$ cat src/rtl/usrt_pkg.sv
// Shared APB transfer-state encodings, used by the requester-side master and
// the completer-side bus interface.
package usrt_pkg;

  typedef enum logic [1:0] {
    ST_IDLE   = 2'b00,
    ST_SETUP  = 2'b01,
    ST_ACCESS = 2'b10
  } apb_state_e;

  // Width of the ACCESS wait counter; TIMEOUT never exceeds its range.
  localparam int WAIT_W = 8;

endpackage : usrt_pkg

$ cat src/rtl/apb_master.sv
// Single-outstanding APB requester: turns a valid/ready command into one
// SETUP/ACCESS transfer and returns a one-cycle response pulse.
module apb_master
  import usrt_pkg::*;
#(
  parameter int ADDR_W  = 8,
  parameter int DATA_W  = 8,
  parameter int TIMEOUT = 15
) (
  input  logic              i_Pclk,
  input  logic              i_Presetn,

  input  logic              i_Cmd_Valid,
  output logic              o_Cmd_Ready,
  input  logic              i_Cmd_Write,
  input  logic [ADDR_W-1:0] i_Cmd_Addr,
  input  logic [DATA_W-1:0] i_Cmd_Wdata,

  output logic              o_Rsp_Valid,
  output logic [DATA_W-1:0] o_Rsp_Rdata,
  output logic              o_Rsp_Err,

  output logic [ADDR_W-1:0] o_Paddr,
  output logic              o_Psel,
  output logic              o_Penable,
  output logic              o_Pwrite,
  output logic [DATA_W-1:0] o_Pwdata,

  input  logic [DATA_W-1:0] i_Prdata,
  input  logic              i_Pready,
  input  logic              i_Pslverr
);

  // Count value held just before the edge on which the TIMEOUT-th wait lands.
  localparam logic [WAIT_W-1:0] WAIT_LAST = WAIT_W'(TIMEOUT - 1);

  apb_state_e        state;
  logic [WAIT_W-1:0] wait_cnt;

  // NOTE: every register here is state, so it is written only with <= inside
  // the one clocked block; blocking writes would race against readers.
  always_ff @(posedge i_Pclk or negedge i_Presetn) begin
    if (!i_Presetn) begin
      state       <= ST_IDLE;
      wait_cnt    <= '0;
      o_Cmd_Ready <= 1'b0;
      o_Rsp_Valid <= 1'b0;
      o_Rsp_Err   <= 1'b0;
      o_Rsp_Rdata <= '0;
      o_Paddr     <= '0;
      o_Psel      <= 1'b0;
      o_Penable   <= 1'b0;
      o_Pwrite    <= 1'b0;
      o_Pwdata    <= '0;
    end else begin
      o_Rsp_Valid <= 1'b0;

      case (state)
        ST_IDLE: begin
          o_Cmd_Ready <= 1'b1;
          if (o_Cmd_Ready && i_Cmd_Valid) begin
            o_Paddr     <= i_Cmd_Addr;
            o_Pwrite    <= i_Cmd_Write;
            o_Pwdata    <= i_Cmd_Wdata;
            o_Psel      <= 1'b1;
            o_Penable   <= 1'b0;
            o_Cmd_Ready <= 1'b0;
            wait_cnt    <= '0;
            state       <= ST_SETUP;
          end
        end

        ST_SETUP: begin
          o_Penable <= 1'b1;
          state     <= ST_ACCESS;
        end

        ST_ACCESS: begin
          if (i_Pready) begin
            o_Psel      <= 1'b0;
            o_Penable   <= 1'b0;
            o_Rsp_Valid <= 1'b1;
            o_Rsp_Err   <= i_Pslverr;
            o_Rsp_Rdata <= o_Pwrite ? '0 : i_Prdata;
            o_Cmd_Ready <= 1'b1;
            state       <= ST_IDLE;
          end else begin
            // Counter stops at TIMEOUT, which always fits in WAIT_W bits.
            wait_cnt <= wait_cnt + 1'b1;
            if (wait_cnt == WAIT_LAST) begin
              o_Psel      <= 1'b0;
              o_Penable   <= 1'b0;
              o_Rsp_Valid <= 1'b1;
              o_Rsp_Err   <= 1'b1;
              o_Rsp_Rdata <= '0;
              o_Cmd_Ready <= 1'b1;
              state       <= ST_IDLE;
            end
          end
        end

        // NOTE: the unused encoding 2'b11 recovers to IDLE with the bus released
        // rather than relying on the synthesis tool's treatment of don't-cares.
        default: begin
          state       <= ST_IDLE;
          wait_cnt    <= '0;
          o_Cmd_Ready <= 1'b0;
          o_Paddr     <= '0;
          o_Psel      <= 1'b0;
          o_Penable   <= 1'b0;
          o_Pwrite    <= 1'b0;
          o_Pwdata    <= '0;
        end
      endcase
    end
  end

endmodule : apb_master
$ cat config.mk
export PLATFORM = sky130hd
export DESIGN_NAME = apb_master
export DESIGN_NICKNAME = d
export VERILOG_FILES = /design/src/rtl/usrt_pkg.sv /design/src/rtl/apb_master.sv
export SDC_FILE = /design/constraint.sdc
export NUM_CORES = 1
export LEC_CHECK = 0
export CAP_MARGIN = 5
export CORE_UTILIZATION = 45
export CTS_BUF_LIST = sky130_fd_sc_hd__clkbuf_2
export CTS_CLUSTER_DIAMETER = 200
export DETAILED_ROUTE_END_ITERATION = 10
export MAX_ROUTING_LAYER = met4
export PLACE_DENSITY = 0.79
export SETUP_SLACK_MARGIN = 0.1
export SLEW_MARGIN = 20
export SYNTH_ARGS = -nofsm -noshare
export SYNTH_HDL_FRONTEND = slang
export SYNTH_SLANG_ARGS = --single-unit
export TNS_END_PERCENT = 5
$ cat constraint.sdc
create_clock -name i_Pclk -period 2.89 [get_ports i_Pclk]
set_input_delay 0.289 -clock i_Pclk [delete_from_list [all_inputs] [get_ports i_Pclk]]
set_output_delay 0.289 -clock i_Pclk [all_outputs]
set_load 0.005 [all_outputs]
==> results of run 1 <==
[final cells by class]
type                            instances  area (µm²)
Fill cell                             319        1260
Multi-Input combinational cell        119         721
Tap cell                               48        60.1
Inverter                                6        22.5
Clock inverter                          2        12.5
Sequential cell                        39         976
Clock buffer                            6        30.0
Timing Repair Buffer                   61         603
[registers in the layout, indices dropped and copies added, names as in the netlist, 8 cells and up]
signal	count
o_Paddr	8
o_Pwdata	8
o_Rsp_Rdata	8
wait_cnt	8
[Yosys cell counts, types with 2 or more instances]
| master | number | area [µm²] |
|---|---|---|
| nand2_1 | 39 | 146 |
| a21oi_1 | 7 | 35.0 |
| buf_2 | 5 | 25.0 |
| inv_1 | 6 | 22.5 |
| ha_1 | 6 | 75.1 |
| a22o_1 | 9 | 78.8 |
| o21ai_1 | 3 | 15.0 |
| o21ai_0 | 18 | 90.1 |
| dfrtp_1 | 39 | 976 |
| o31ai_1 | 2 | 15.0 |
| clkbuf_1 | 3 | 11.3 |
| nor2_1 | 8 | 30.0 |
| nand3_1 | 2 | 10.0 |
| mux2i_1 | 2 | 20.0 |
[metrics by stage]
stage / area [µm²] / cells
floorplan: 1760 / 172
global placement: 2370 / 272
detailed placement: 2370 / 272
CTS: 2420 / 281
global route: 2420 / 281
finish: 2420 / 281
[how the worst max path moves through the flow]
stage                                  from                      end  depth (start not counted)  slack, ns
global route          o_Penable$_DFFE_PN0P_  o_Pwdata[5]$_DFFE_PN0P_                          5       0.56
detailed placement              i_Cmd_Valid  o_Pwdata[0]$_DFFE_PN0P_                          4       0.79
global placement                i_Cmd_Valid  o_Pwdata[0]$_DFFE_PN0P_                          4       0.85
finish                o_Penable$_DFFE_PN0P_   o_Paddr[1]$_DFFE_PN0P_                          5       0.85
floorplan           wait_cnt[0]$_DFFE_PN0P_     state[0]$_DFFE_PN0P_                          6       1.08
CTS                   o_Penable$_DFFE_PN0P_  o_Pwdata[4]$_DFFE_PN0P_                          5       0.82
[layout by cell type (no fill, tap or decap), types with 2 or more instances in the layout]
cell,n
clkdlybuf4s50_1,58
o21ai_0,18
mux2i_1,2
nor2_1,8
nand2_1,39
nand3_1,2
o21ai_1,3
dfrtp_1,39
a21oi_1,7
o31ai_1,2
inv_1,6
a22o_1,9
ha_1,6
clkbuf_2,6
[critical path, stage by stage, from the launching register on]
cell	delay, ns
dfrtp_1	0.44
inv_1	0.12
ha_1	0.18
a21boi_4	0.22
or2_1	0.72
o21ai_0	0.21
[kinds of logic after synthesis]
| group | share of synthesized area |
|---|---|
| simple gates | 0.168 |
| compound gates | 0.177 |
| flops | 0.556 |
| buf+inv | 0.0335 |
| fa+ha+maj | 0.0428 |
| mux | 0.0178 |
| xor+xnor | 0.00499 |
[layer usage]
layer	wire, µm	part of all wire
met1	1660	0.47
met2	1520	0.43
met3	280	0.079
met4	64	0.018
met5	0	0
[timing repair]
item / 4_1_cts / 5_1_grt
hold buffers: 1 / 0
endpoints found under the setup margin: 0 / 0
hold endpoints to repair: 37 / 0
[power groups by stage]
| stage | logic, µW | registers, µW | clock network [µW] |
|---|---|---|---|
| 5_1_grt | 1170 | 852 | 269 |
| 6_report | 1030 | 828 | 239 |
| 2_1_floorplan | 584 | 844 | 0 |
| 3_3_place_gp | 1030 | 833 | 0 |
| 3_5_place_dp | 1040 | 839 | 0 |
| 4_1_cts | 1050 | 830 | 250 |
==> flow_summary.yaml, run 1 <==
cts:
  cts_buffers: 5
  cts_sinks: 39
  cts_buffer_depth: 2
  post-cts-setup-buffer-count: 0
  clk_latency_ns: 0.39
  cts_resized: 0
  clk_pin_slew_ns: 0.20
  root_buffer: "clkbuf_2"
  htree_num_levels: 2
  cts_tree: "built"
global_route:
  grt_pass1_wl_um: 6030
  grt_use_met1: 0.249
  grt_pass1_vias: 1363
  gr-total-overflow: 0
  busiest_layer: "met2"
  antenna_found_initial: 0
  gr-usage-met3: 0.0739
  grt_max_degree: 40
  global_route.usage.met2: 0.289
  grtUsageTotal: 0.195
sta:
  timing.fmax_mhz: 490
  fin_skew_ns: 0.0113
  maxSlewViolCount: 0
  tns_ns: 0
  setup_violations: 0
  hold-worst-slack_ns: 0.398
  hold_viol: 0
  relSlewSlack: 0.405
  rsz0062_at_grt: "no"
  min_period_over_period: 0.706
  tightest_slew_ns: 0.892
  post-route-min-period_ns: 2.04
  worst_slack_ns: 0.851
synthesis:
  synthFlopType: "dfrtp_1"
  synth.net_count: 208
  synth_cell_types: 37
  async_reset_ff_frac: 1.00
  synthCells: 172
  syn_area_per_cell_um2: 10.2
  synth-seq-cells: 39
  synth_edf_count: 0
  ys_warn_count: 0
  netlist_area_um2: 1760
  ys_seq_area_frac: 0.556
pwr:
  p_total_uw: 2100
  switching_share: 0.370
  cellLeakagePower_uw: 0.00106
  p_clk_frac: 0.114
  p_per_area_nw_per_um2: 865
  power_frac_seq: 0.395
  ir_worst_vdd_mv: 0.591
  p_switching_uw: 776
  p_comb_frac: 0.491
  p_int_uw: 1320
flow_run:
  maxCapViolCount: 0
critical_path:
  worstPathArrival_ns: 2.29
  rr_endpoint: "o_Paddr[1]$_DFFE_PN0P_"
  crit_fanout: 34
  startpoint_type: "register"
  required_ns: 3.14
  reg2reg_from: "o_Penable$_DFFE_PN0P_"
  reg2regPathDepth: 5
  end_kind: "register"
  rrSetupSlack_ns: 0.85
  critical_path_class: "register to register"
cells_and_area:
  layout-drive-gt1-share: 0.0687
  antenna_cells: 0
  area_growth_pct: 38.1
  nNetsFinal: 268
  final_core_util: 0.657
hold_path:
  hold_path_class: "primary input to register"
  hold-path-endpoint: "o_Pwdata[3]$_DFFE_PN0P_"
  holdPathStages: 3
  holdCritStartpoint: "i_Cmd_Wdata[3]"
placed_design:
  gp_congestion: 0.833
  io_buffers: 59
  dp_hpwl_um: 2480
  place_ws_ns: 0.795
die:
  core_um2: 3690
  pin_count: 60
  initial_core_util: 0.476
  die_x_um: 64.5
  die-area_um2: 4150
  rows: 22
  die_y_um: 64.5
detailed_routing:
  viasPerCell: 5.03
  ant_nets: 0
  wl_per_cell_um: 12.5
  drc_errors: 0
  wl_um: 3520
  dr.pass1.iters: 4
  drt_iter0_markers: 66
  vias: 1413
status:
  outcome: "completed"
(Power assumes the default switching activity.)
==> run 2, diff against run 1 <==
CORE_UTILIZATION = 42   (was 45)
PLACE_DENSITY = 0.78   (was 0.79)
clock period = 1.8 ns   (was 2.89 ns; I/O delays follow)
==> flow_summary.yaml, run 2 (synthesis gave the netlist of run 1 again) <==
status:
  outcome: "finished with violations"
  violations: "setup timing"
placed_design:
  place_area_um2: 2470
  io_buffers: 59
  place_inst: 285
  gp_congestion: 0.829
  place_ws_ns: -0.0155
  dp_hpwl_um: 2860
critical_path:
  worstPathArrival_ns: 2.17
  required_ns: 2.14
  cp_cell_sequence: "inv_2 > ha_4 > a21boi_4 > nand4b_1 > or4_4 > a21oi_2"
  critical_path_class: "register to register"
  crit_fanout: 7
  end_kind: "register"
  startpoint_type: "register"
  crit_slowest_cell: "or4_4"
  critPathBufInv: 1
  crit_family: "simple AND/OR/NAND/NOR gates"
  critPathMaxStageDelay_ns: 0.57
detailed_routing:
  wl_um: 4100
  ant_nets: 0
  drt_iter0_markers: 85
  drc_errors: 0
  dr.pass1.iters: 4
  vias: 1472
  viasPerCell: 4.96
  wl_per_cell_um: 13.8
cells_and_area:
  fill_cells: 332
  multi_input_area_um2: 782
  nNetsFinal: 282
  stdcell_area_um2: 2600
  area_growth_pct: 48.3
  antenna_cells: 0
  layout_commonest_cell: "clkdlybuf4s50_1"
  layout-drive-gt1-share: 0.186
  final_cell_mix: "clkdlybuf4s50_1, nand2_1, dfrtp_1"
  seqCellArea_um2: 976
  instances_no_fill: 297
sta:
  worst_slack_ns: -0.0337
  maxSlewViolCount: 0
  timing.fmax_mhz: 545
  post-route-min-period_ns: 1.83
  relSlewSlack: 0.615
  tightest_slew_ns: 0.578
  rsz0062_at_grt: "yes"
  fin_skew_ns: 0.0145
  hold_viol: 0
  min_period_over_period: 1.02
  tns_ns: -0.0356
  setup_violations: 2
die:
  die_x_um: 66.7
  initial_core_util: 0.439
  die_y_um: 66.7
  core_um2: 4000
  pin_count: 60
  rows: 23
  die-area_um2: 4440
pwr:
  cellLeakagePower_uw: 0.00114
  ir_worst_vdd_mv: 0.852
  p_per_area_nw_per_um2: 1430
global_route:
  gr-total-overflow: 0
  grtUsageTotal: 0.204
  grt_pass1_wl_um: 6440
  grt_max_degree: 35
  grt_pass1_vias: 1406
  antenna_found_initial: 0
cts:
  cts_sinks: 39
  root_buffer: "clkbuf_2"
  clk_latency_ns: 0.40
  cts_buffers: 5
  cts_tree: "built"
  htree_num_levels: 2
  cts_buffer_depth: 2
  clk_pin_slew_ns: 0.21
hold_path:
  hold_path_class: "primary input to asynchronous set/reset pin"
flow_run:
  maxCapViolCount: 0
run 2: final timing paths:
kind	startpoint	endpoint	slack [ns]	cells past startpoint
max	o_Penable$_DFFE_PN0P_	wait_cnt[7]$_DFFE_PN0P_	-0.03	6
min	i_Presetn	o_Pwdata[5]$_DFFE_PN0P_	0.27	2
max reg2reg	o_Penable$_DFFE_PN0P_	wait_cnt[7]$_DFFE_PN0P_	-0.03	6
min reg2reg	o_Paddr[7]$_DFFE_PN0P_	o_Paddr[7]$_DFFE_PN0P_	0.50	2
max in group asynchronous	i_Presetn	o_Pwdata[7]$_DFFE_PN0P_	0.98	3
min in group i_Pclk	i_Cmd_Wdata[1]	o_Pwdata[1]$_DFFE_PN0P_	0.28	3
run 2: timing repair:
action | in CTS | in global routing
hold buffers | 1 | 0
setup endpoints to repair | 16 | 19
buffers inserted | 1 | 2
endpoints found under the hold margin | 24 | 0
gates cloned | 0 | 0
gates resized for setup | 7 | 11
pin swaps | 1 | 6
run 2: where the power goes:
group | switching, µW | internal, µW | total [µW]
registers | 167 | 1160 | 1320
clock network | 297 | 99.1 | 396
logic | 923 | 1090 | 2010
run 2: cell type report:
class,instances,share of cell area
Tap cell,50,0.0240
Clock inverter,2,0.00481
Multi-Input combinational cell,119,0.300
Sequential cell,39,0.375
Clock buffer,6,0.0115
Inverter,6,0.00865
Timing Repair Buffer,75,0.276
run 2: metrics by stage:
step	hold slack, ns	utilization	total power (µW)
floorplan	-0.116	-	2290
global placement	0.213	0.617	3190
detailed placement	0.217	0.617	3240
CTS	0.273	0.639	3690
global route	0.263	0.651	4030
finish	0.268	0.651	3730
run 2: layer usage:
layer	vias to the layer above	global-route usage	wire length, µm
met4	0	0.0798	72
met1	673	0.256	1830
li1	738	-	-
met3	8	0.0599	285
met5	-	-	0
met2	53	0.309	1910
==> run 3, diff against run 2 <==
CORE_UTILIZATION = 45   (was 42)
PLACE_DENSITY = 0.79   (was 0.78)
SLEW_MARGIN = not set   (was 20)
clock period = 2.2 ns   (was 1.8 ns; I/O delays follow)
==> flow_summary.yaml, run 3 (synthesis gave the netlist of run 1 again) <==
critical_path:
  end_kind: "register"
  required_ns: 2.50
  worstPathArrival_ns: 2.24
  crit_fanout: 6
  critical_path_class: "register to register"
  startpoint_type: "register"
pwr:
  power_frac_seq: 0.388
  p_per_area_nw_per_um2: 1150
  cellLeakagePower_uw: 0.00106
  ir_worst_vdd_mv: 1.05
  p_comb_frac: 0.497
  switching_share: 0.371
  p_switching_uw: 1040
  p_total_uw: 2800
  p_int_uw: 1760
  p_clk_frac: 0.115
sta:
  tns_ns: 0
  fin_skew_ns: 0.0149
  relSlewSlack: 0.449
  hold_viol: 0
  rsz0062_at_grt: "no"
  hold-worst-slack_ns: 0.322
  min_period_over_period: 0.879
  timing.fmax_mhz: 517
  worst_slack_ns: 0.266
  post-route-min-period_ns: 1.93
  maxSlewViolCount: 0
  tightest_slew_ns: 0.826
  setup_violations: 0
status:
  outcome: "completed"
cts:
  cts_sinks: 39
  cts_buffer_depth: 2
  htree_num_levels: 2
  cts_resized: 0
  root_buffer: "clkbuf_2"
  cts_buffers: 5
  clk_latency_ns: 0.40
  clk_pin_slew_ns: 0.20
  cts_tree: "built"
die:
  core_um2: 3690
  die_x_um: 64.5
  die_y_um: 64.5
  pin_count: 60
  initial_core_util: 0.476
  rows: 22
  die-area_um2: 4150
cells_and_area:
  instances_no_fill: 282
  nNetsFinal: 269
  layout_commonest_cell: "clkdlybuf4s50_1"
  antenna_cells: 0
  area_growth_pct: 38.6
  layout-drive-gt1-share: 0.0726
  final_cell_mix: "clkdlybuf4s50_1, nand2_1, dfrtp_1"
global_route:
  global_route.usage.met2: 0.312
  grt_max_degree: 40
  grt_pass1_vias: 1407
  gr-total-overflow: 0
  antenna_found_initial: 0
  busiest_layer: "met2"
  gr-usage-met3: 0.0546
  grt_pass1_wl_um: 6190
  grt_use_met1: 0.254
  grtUsageTotal: 0.203
placed_design:
  place_inst: 273
  gp_congestion: 0.817
  dp_hpwl_um: 2490
  io_buffers: 59
  place_ws_ns: 0.317
hold_path:
  hold_path_class: "primary input to register"
detailed_routing:
  drc_errors: 0
  vias: 1426
  wl_per_cell_um: 12.7
  drt_iter0_markers: 45
  wl_um: 3570
  dr.pass1.iters: 4
  ant_nets: 0
  viasPerCell: 5.06
flow_run:
  maxCapViolCount: 0
-- run 3: changes by cell type in the layout (fill, tap and decap cells not counted), sizes merged --
cell           before  now
buf                17    3
clkdlybuf4s50      57   58
-- run 3: final cells by class --
class	instances	area (µm²)
Fill cell	312	1260
Inverter	6	22.5
Sequential cell	39	976
Tap cell	48	60.1
Clock inverter	2	12.5
Timing Repair Buffer	62	611
Clock buffer	6	30.0
Multi-Input combinational cell	119	721
-- run 3: per-layer routing --
layer / vias up / share of wire
met2: 53 / 0.43
met5: - / 0
li1: 715 / -
met4: 0 / 0.015
met3: 5 / 0.070
met1: 653 / 0.49
-- run 3: final timing paths --
check	startpoint	end	slack (ns)	depth (start not counted)
max	wait_cnt[0]$_DFFE_PN0P_	state[0]$_DFFE_PN0P_	0.27	6
min	i_Cmd_Wdata[1]	o_Pwdata[1]$_DFFE_PN0P_	0.32	3
max reg2reg	wait_cnt[0]$_DFFE_PN0P_	state[0]$_DFFE_PN0P_	0.27	6
min reg2reg	o_Pwdata[6]$_DFFE_PN0P_	o_Pwdata[6]$_DFFE_PN0P_	0.51	2
max in group asynchronous	i_Presetn	o_Pwdata[6]$_DFFE_PN0P_	1.26	2
min in group asynchronous	i_Presetn	o_Pwrite$_DFFE_PN0P_	0.42	2
-- run 3: worst max-delay path, stage by stage (launching register included) --
cell and delay (ns):
dfrtp_1 0.48, inv_1 0.08, ha_1 0.13, or4b_4 0.47, o21ai_4 0.18, and2b_4 0.18
mux2_1 0.31
-- run 3: repair_timing --
| action | 4_1_cts | 5_1_grt |
|---|---|---|
| buffers inserted | 0 | 0 |
| endpoints found under the setup margin | 0 | 0 |
| hold endpoints to repair | 39 | 0 |
| hold buffers | 1 | 0 |
-- run 3: per-stage QoR --
| stage | area, µm² | util |
|---|---|---|
| 2_1_floorplan | 1760 | - |
| 3_3_place_gp | 2380 | 0.645 |
| 3_5_place_dp | 2380 | 0.645 |
| 4_1_cts | 2430 | 0.659 |
| 5_1_grt | 2430 | 0.659 |
| 6_report | 2430 | 0.659 |
-- run 3: power groups by stage --
stage	Clock, µW	Combinational [µW]	Sequential [µW]
after CTS	331	1410	1090
after global routing	359	1570	1120
after floorplan	0	768	1110
after detailed placement	0	1400	1100
final	321	1390	1080
after global placement	0	1390	1090
